==> src/rtl/secuenciador_mc.sv <==
// Multicycle control sequencer: fetch/decode/execute/memory/writeback FSM
// with request-timeout trapping, illegal-opcode trapping and a retired counter.
module secuenciador_mc #(
   parameter int TIMEOUT = 16
) (
   input  logic        clk,
   input  logic        rst,
   input  logic [31:0] ir,
   input  logic        imem_ack,
   input  logic        dmem_ack,
   output logic        imem_req,
   output logic        dmem_req,
   output logic        dmem_we,
   output logic        ir_we,
   output logic        pc_we,
   output logic        rf_we,
   output logic [1:0]  pc_sel,
   output logic [1:0]  wb_sel,
   output logic [4:0]  rf_waddr,
   output logic [5:0]  alu_op,
   output logic        halted,
   output logic [1:0]  trap_cause,
   output logic [15:0] retired
);

   localparam int WW = $clog2(TIMEOUT);
   localparam logic [WW-1:0] WAIT_LAST = WW'(TIMEOUT - 1);

   typedef enum logic [2:0] {
      IDLE,
      FETCH,
      DECODE,
      EXEC,
      MEM,
      WB,
      HALT
   } state_t;

   state_t         r_state;
   state_t         w_next;
   logic [WW-1:0]  r_wait;
   logic [1:0]     r_trap;
   logic [15:0]    r_retired;

   logic           w_setTrap;
   logic [1:0]     w_trapVal;
   logic           w_retire;
   logic [1:0]     w_op;
   logic [4:0]     w_rd;
   logic [5:0]     w_op3;
   logic           w_isAlu;
   logic           w_isLd;
   logic           w_isSt;
   logic           w_isCall;
   logic           w_unusedIr;

   assign w_op       = ir[31:30];
   assign w_rd       = ir[29:25];
   assign w_op3      = ir[24:19];
   assign w_unusedIr = ^ir[18:0];

   assign w_isAlu  = (w_op == 2'd2) && (w_op3[5:3] == 3'b000);
   assign w_isLd   = (w_op == 2'd3) && (w_op3 == 6'b000000);
   assign w_isSt   = (w_op == 2'd3) && (w_op3 == 6'b000100);
   assign w_isCall = (w_op == 2'd1);

   // Next-state and strobe decode; every strobe defaults low so HALT and IDLE are quiet.
   always_comb begin
      w_next    = r_state;
      w_setTrap = 1'b0;
      w_trapVal = 2'b00;
      w_retire  = 1'b0;
      imem_req  = 1'b0;
      dmem_req  = 1'b0;
      dmem_we   = 1'b0;
      ir_we     = 1'b0;
      pc_we     = 1'b0;
      rf_we     = 1'b0;
      pc_sel    = 2'd0;
      wb_sel    = 2'd0;
      rf_waddr  = 5'd0;
      alu_op    = 6'd0;
      case (r_state)
         IDLE: w_next = FETCH;
         FETCH: begin
            imem_req = 1'b1;
            if (imem_ack) begin
               ir_we  = 1'b1;
               w_next = DECODE;
            end else if (r_wait == WAIT_LAST) begin
               w_next    = HALT;
               w_setTrap = 1'b1;
               w_trapVal = 2'b10;
            end
         end
         DECODE: begin
            if (w_isAlu || w_isLd || w_isSt) begin
               w_next = EXEC;
            end else if (w_isCall) begin
               w_next = WB;
            end else begin
               w_next    = HALT;
               w_setTrap = 1'b1;
               w_trapVal = 2'b01;
            end
         end
         EXEC: begin
            alu_op = w_isAlu ? w_op3 : 6'd0;
            w_next = w_isAlu ? WB : MEM;
         end
         MEM: begin
            dmem_req = 1'b1;
            dmem_we  = w_isSt;
            if (dmem_ack) begin
               if (w_isSt) begin
                  pc_we    = 1'b1;
                  w_retire = 1'b1;
                  w_next   = FETCH;
               end else begin
                  w_next = WB;
               end
            end else if (r_wait == WAIT_LAST) begin
               w_next    = HALT;
               w_setTrap = 1'b1;
               w_trapVal = 2'b10;
            end
         end
         WB: begin
            pc_we    = 1'b1;
            w_retire = 1'b1;
            w_next   = FETCH;
            if (w_isCall) begin
               rf_waddr = 5'd15;
               wb_sel   = 2'd2;
               pc_sel   = 2'd1;
            end else begin
               rf_waddr = w_rd;
               wb_sel   = w_isLd ? 2'd1 : 2'd0;
            end
            rf_we = (rf_waddr != 5'd0);
         end
         HALT: w_next = HALT;
         default: w_next = IDLE;
      endcase
   end

   always_ff @(posedge clk or posedge rst) begin
      if (rst) begin
         r_state <= IDLE;
      end else begin
         r_state <= w_next;
      end
   end

   // The wait counter restarts whenever a fresh request phase begins.
   always_ff @(posedge clk or posedge rst) begin
      if (rst) begin
         r_wait <= '0;
      end else if ((w_next != r_state) && ((w_next == FETCH) || (w_next == MEM))) begin
         r_wait <= '0;
      end else if (((r_state == FETCH) && !imem_ack) || ((r_state == MEM) && !dmem_ack)) begin
         r_wait <= r_wait + 1'b1;
      end
   end

   always_ff @(posedge clk or posedge rst) begin
      if (rst) begin
         r_trap    <= 2'b00;
         r_retired <= 16'd0;
      end else begin
         if (w_setTrap) begin
            r_trap <= w_trapVal;
         end
         if (w_retire) begin
            r_retired <= r_retired + 16'd1;
         end
      end
   end

   assign halted     = (r_state == HALT);
   assign trap_cause = r_trap;
   assign retired    = r_retired;

endmodule

==> config.mk <==
export PLATFORM = sky130hd
export DESIGN_NAME = secuenciador_mc
export DESIGN_NICKNAME = d
export VERILOG_FILES = /design/src/rtl/secuenciador_mc.sv
export SDC_FILE = /design/constraint.sdc
export NUM_CORES = 1
export LEC_CHECK = 0
export ABC_CLOCK_PERIOD_IN_PS = 2350
export CAP_MARGIN = 30
export CORE_MARGIN = 2
export CORE_UTILIZATION = 40
export DETAILED_ROUTE_END_ITERATION = 10
export GPL_TIMING_DRIVEN = 0
export PLACE_DENSITY = 0.85
export RECOVER_POWER = 50
export REMOVE_ABC_BUFFERS = 1
export SETUP_SLACK_MARGIN = 0.4
export SKIP_LAST_GASP = 1
export SLEW_MARGIN = 15
export SYNTH_ARGS = -nofsm -noshare
export SYNTH_HDL_FRONTEND = slang
export SYNTH_SLANG_ARGS = --single-unit
==> constraint.sdc <==
create_clock -name clk -period 2.35 [get_ports clk]
set_clock_uncertainty 0.2 [all_clocks]
set_input_delay 0.47 -clock clk [delete_from_list [all_inputs] [get_ports clk]]
set_output_delay 0.47 -clock clk [all_outputs]
set_load 0.03 [all_outputs]
Yosys cells after proc, flatten, opt, wreduce, memory -nomap -nowiden
Cells that the tools add are included.
{ "totals": {"reg_bits": 25, "latch_bits": 0, "ram_bits": 0, "mem_bits_ro": 0, "inputBits": 36, "out_inout_bits": 40, "elab_cells": 79, "mem_count": 0} }
{ "op_classes": {"addsub": 2, "n_mul": 0, "n_div": 0, "order_cmp": 0, "eq_ne": 14, "shifts": 0, "mux": 41, "bitwise_logic": 0, "reduce_logical": 18} }
{ "ops": {"columns": ["operator", "n"], "rows": [
  ["1-bit 2-to-1 mux", 19],
  ["3-bit one-hot mux with 6 select lines", 1],
  ["16-bit by 1-bit adder with 16-bit output (second input constant)", 1],
  ["3-bit 2-to-1 mux", 5],
  ["5-bit 2-to-1 mux", 3],
  ["3-bit equality test (second input constant)", 4],
  ["2-bit 2-to-1 mux", 6],
  ["6-bit 2-to-1 mux", 2],
  ["4-bit 2-to-1 mux", 2],
  ["3-bit by 1-bit equality test with 1-bit output (second input constant)", 2],
  ["3-bit by 2-bit equality test with 1-bit output (second input constant)", 2],
  ["6-bit by 3-bit equality test with 1-bit output (second input constant)", 1],
  ["1-bit logical AND", 6],
  ["3-bit logical NOT", 2],
  ["6-bit logical NOT", 1],
  ["2-bit one-hot mux with 3 select lines", 1],
  ["5-bit nonzero test", 1],
  ["4-bit by 1-bit adder with 4-bit output (second input constant)", 1],
  ["2-bit equality test (second input constant)", 2],
  ["4-bit equality test (second input constant)", 1],
  ["1-bit logical OR", 4],
  ["3-bit != test", 1],
  ["1-bit one-hot mux with 3 select lines", 1],
  ["2-bit by 1-bit equality test with 1-bit output (second input constant)", 1],
  ["4 further kinds", 5]
]} }

Logic depth before layout (Yosys ltp)
{ "logic_depth": {"ltp_word": 10, "mapped_depth": 6, "depth_no_buf": 6} }

Worst setup path after synthesis
OpenSTA, ideal clock, no wires.
{ "synth_timing": {"kind": "register to output", "start": "register r_state[2]", "end": "output port dmem_we", "t_arrival_ns": 1.732, "required_ns": 1.680, "slack_ns": -0.052, "stages_incl_launch_ff": 5, "n_path_buf": 1, "path_cell_list": "dfrtp_1 -> clkbuf_1 -> nand2_1 -> nor2_1 -> and4_1"} }
{ "synth_between": {"elab_chain_len": 2} }
{ "synth_rtl": {"columns": ["item", "line_no", "rtl"], "rows": [
  ["start, declared", "39", "state_t r_state;"],
  ["start signal, assigned", "151", "r_state <= w_next;"],
  ["3-bit equality test", "83", "case (r_state)"],
  ["1-bit 2-to-1 mux", "83", null],
  ["end, declared", "13", "output logic dmem_we,"]
]} }
No other way between the ends.

Final worst setup path
{ "layout_timing": {"start": "input port ir[24]", "end": "output port alu_op[1]"} }
{ "layout_between": {"elab_chain_len": 4} }
{ "layout_rtl": {"columns": ["item", "line_no", "rtl"], "rows": [
  ["start, declared", "8", "input logic [31:0] ir,"],
  ["3-bit logical NOT", "62", "assign w_isAlu = (w_op == 2'd2) && (w_op3[5:3] == 3'b000);"],
  ["1-bit logical AND", "62", null],
  ["6-bit 2-to-1 mux", "108", "alu_op = w_isAlu ? w_op3 : 6'd0;"],
  ["6-bit 2-to-1 mux", "83", null],
  ["end, declared", "20", "output logic [5:0] alu_op,"]
]} }
No other way between the ends.

==> summary.md <==
| Metric | Value |
|---|---|
| Total Wirelength | `5.52 mm` |
| Util after Layout | `76.4%` |
| Hold_ws | `0.273 ns` |
| Core outline area | `3690 um2` |
| Vias in the first global route | `1522` |
| Startpoint type of the worst setup path | `input port` |
| Post-synth EDFFs | `0` |
| Die area | `4370 um2` |
| Routed Antenna Nets | `0` |
| Grt total ovfl | `0` |
| N_diodes | `0` |
| CTS tree | `done` |
| Drc violations | `0` |
| Critical path type | `input port to output pin` |
| Largest net degree at the start of global routing | `26` |
| Bufs and invs on worst path | `2` |
| Count leader, synth | `dfrtp_1` |
| Dpl ws | `-1.11 ns` |
| Metal2 WL | `2.83 mm` |
| CTS sink cnt | `25` |
| FFs w/ async S/R, synth | `100%` |
| Synth cell types | `43` |
| Final critical-path required period | `2.29 ns` |
| Synthesized area per cell | `9.57 um2` |
| FP Rows | `22` |
| Final number of setup-violating endpoints | `0` |
| PD cells | `1010 nW/um2` |
| Synthesized area | `1540 um2` |
| Fin worst setup slack | `0.0565 ns` |
| Share of cells above drive strength 1 | `50.6%` |
| H-tree levels | `1` |
| Die width | `66.1 um` |
| Uppermost layer routed | `met4` |
| WL met1 | `2.08 mm` |
| Worst Tran Pin Value | `0.982 ns` |
| DPL Wire Length | `2.56 mm` |
| Yosys top cell by area | `dfrtp_1` |
| Delay of the slowest cell on the worst path | `0.56 ns` |
| Slew margin rel. | `34.5%` |
| Initial antenna violation count | `0` |
| Synth warnings | `0` |
| Arr. time, crit path | `1.62 ns` |
| Status | `finished clean` |
| DR vias/cell | `5.47` |
| GPL Wtd Cong | `0.817` |
| Post-synthesis sequential area ratio | `40.6%` |
| Peak VDD IR | `0.000699 V` |
| P&R area growth vs syn | `82.9%` |
| Primary FF master, synth | `dfrtp_1` |
| Required time of the critical path | `1.68 ns` |
| Period Utilization, post-route | `97.6%` |
| I/O pin total | `76` |
| Initial DRC Count | `93` |
| Port bufs | `52` |
| Synth top area cells | `dfrtp_1, xnor2_1, nor2_1` |
| First-pass GRT wire length | `7.18 mm` |
| Die Y-Extent | `66.1 um` |
| RSZ-0062 raised after global routing | `true` |
| Routed via count | `1713` |
| TritonCTS Buffers | `3` |
| Clock Latency Late Sink | `0.27 ns` |
| Max Cap Viol | `0` |
| Clock slew at reported path FFs | `0.08 ns` |
| First drt pass iteration count | `4` |
| Share of the synthesized area in the top cell type | `40.6%` |
| Wire length on met3 | `306 um` |
| WL per Instance | `17.6 um` |
| Top cells by count, synth | `dfrtp_1, nor2_1, xnor2_1, nand2_1, nand3_1` |
| Family with the most delay on the worst path | `simple AND/OR/NAND/NOR gates` |
| Initial Utilization | `41.8%` |
| Final hold violation count | `0` |
| Fmax | `0.436 GHz` |
| Worst path cell trace | `buf_8, or4b_4, nor3_4, and2_4, buf_6` |
| Cell count after synthesis | `161` |
| Static leakage | `1.34 nW` |
| Worst-path maximum fanout | `3` |
| CTS Root Cell | `clkbuf_8` |
| CP endpoint kind | `output pin` |
| Slowest CP cell | `or4b_4` |
| Worst min-delay path class | `register to register` |
| Global-route usage over all layers | `21.0%` |
| Bufs on Longest Clock Path | `2` |
| Yosys reg bits | `25` |
| Max-slew violations | `0` |
| Nets | `304` |
## through the flow
stage                     setup TNS [ns]  instances  instance area (um2)  power (mW)
after floorplan                  -0.0647        156                 1500        1.32
after global placement            -15.37        256                 2080        1.66
after detailed placement          -15.76        256                 2080        1.68
after CTS                              0        288                 2450        2.32
after global routing                   0        313                 2820        2.99
final                                  0        313                 2820        2.84
## per-layer routing
layer  global-route usage, %  up-vias
met5                       0        -
met4                    7.65        0
met3                    3.41       25
met2                    37.0       85
met1                    25.7      834
li1                        -      769
## sequential cells by signal, summed over array words and instances (netlist names)
register	count
retired	16
r_state	3
trap_cause	2
r_wait	4
## worst register-to-register path, delay by kind of cell (launching register included)
family	cells	cell delay (ns)
DFF	1	0.46
buffers and inverters	2	0.26
and+or+nand+nor	2	0.49
AOI/OAI and AO/OA	3	0.72
## worst paths after layout
kind	startpoint	cells past startpoint	slack [ns]	endpoint
min in group asynchronous	rst	2	0.35	retired[15]$_DFFE_PP0P_
max reg2reg	r_state[2]$_DFF_PP0_	7	0.15	r_wait[2]$_DFFE_PP0P_
max in group asynchronous	rst	3	0.37	r_state[1]$_DFF_PP0_
min	retired[15]$_DFFE_PP0P_	1	0.27	retired[15]$_DFFE_PP0P_
max	ir[24]	5	0.06	alu_op[1]
min reg2reg	retired[15]$_DFFE_PP0P_	1	0.27	retired[15]$_DFFE_PP0P_
## cell usage in the layout (no fill, tap or decap), types with 3 or more instances in the layout
master          n
buf_6          28
dlygate4sd2_1  25
conb_1          4
and4_1          3
or3b_4          3
nand2b_1        3
inv_1           4
dfrtp_1        22
nor2_4          8
xnor2_1        15
and2_4          4
nand2_1         7
buf_2           4
nand4_1         6
clkbuf_8        3
a21oi_1         4
and3_1          4
nand3_1         7
and3_4          3
xor2_1          4
buf_4          41
dfrtp_2         3
nor2_1          7
## where the power goes
group | switching, mW | total [mW] | internal, mW | leakage [nW]
logic | 1.01 | 1.96 | 0.947 | 0.992
clock network | 0.137 | 0.256 | 0.119 | 0.0255
registers | 0.110 | 0.625 | 0.515 | 0.326
total | 1.26 | 2.84 | 1.58 | 1.34
## logic make-up (layout without fill, tap and decap cells)
logic type | count (synthesis) | after routing | synth area share, %
muxes | 3 | 3 | 2.03
xor gates and xnor gates | 19 | 19 | 10.8
AOI/OAI and AO/OA | 24 | 24 | 11.1
buffers and inverters | 13 | 114 | 4.46
adders and majority gates | 2 | 2 | 1.62
DFF | 25 | 25 | 40.6
other | 1 | 4 | 0.243
and+or+nand+nor | 74 | 74 | 29.1
## final cells by class
type,instances,area [um2]
timing repair buffer,105,928
fill,252,870
clock buffer,3,41.3
multi-input combinational,126,1130
tap,48,60.1
inverter,5,23.8
sequential,25,629
clock inverter,1,5.00
## timing repair
action                                  CTS  global route
pin swaps                                27            28
buffers inserted                         28            24
resized for setup                       213            56
endpoints found under the setup margin   59            37
hold buffers                              0             0
Power figures use the tool's default switching activity.
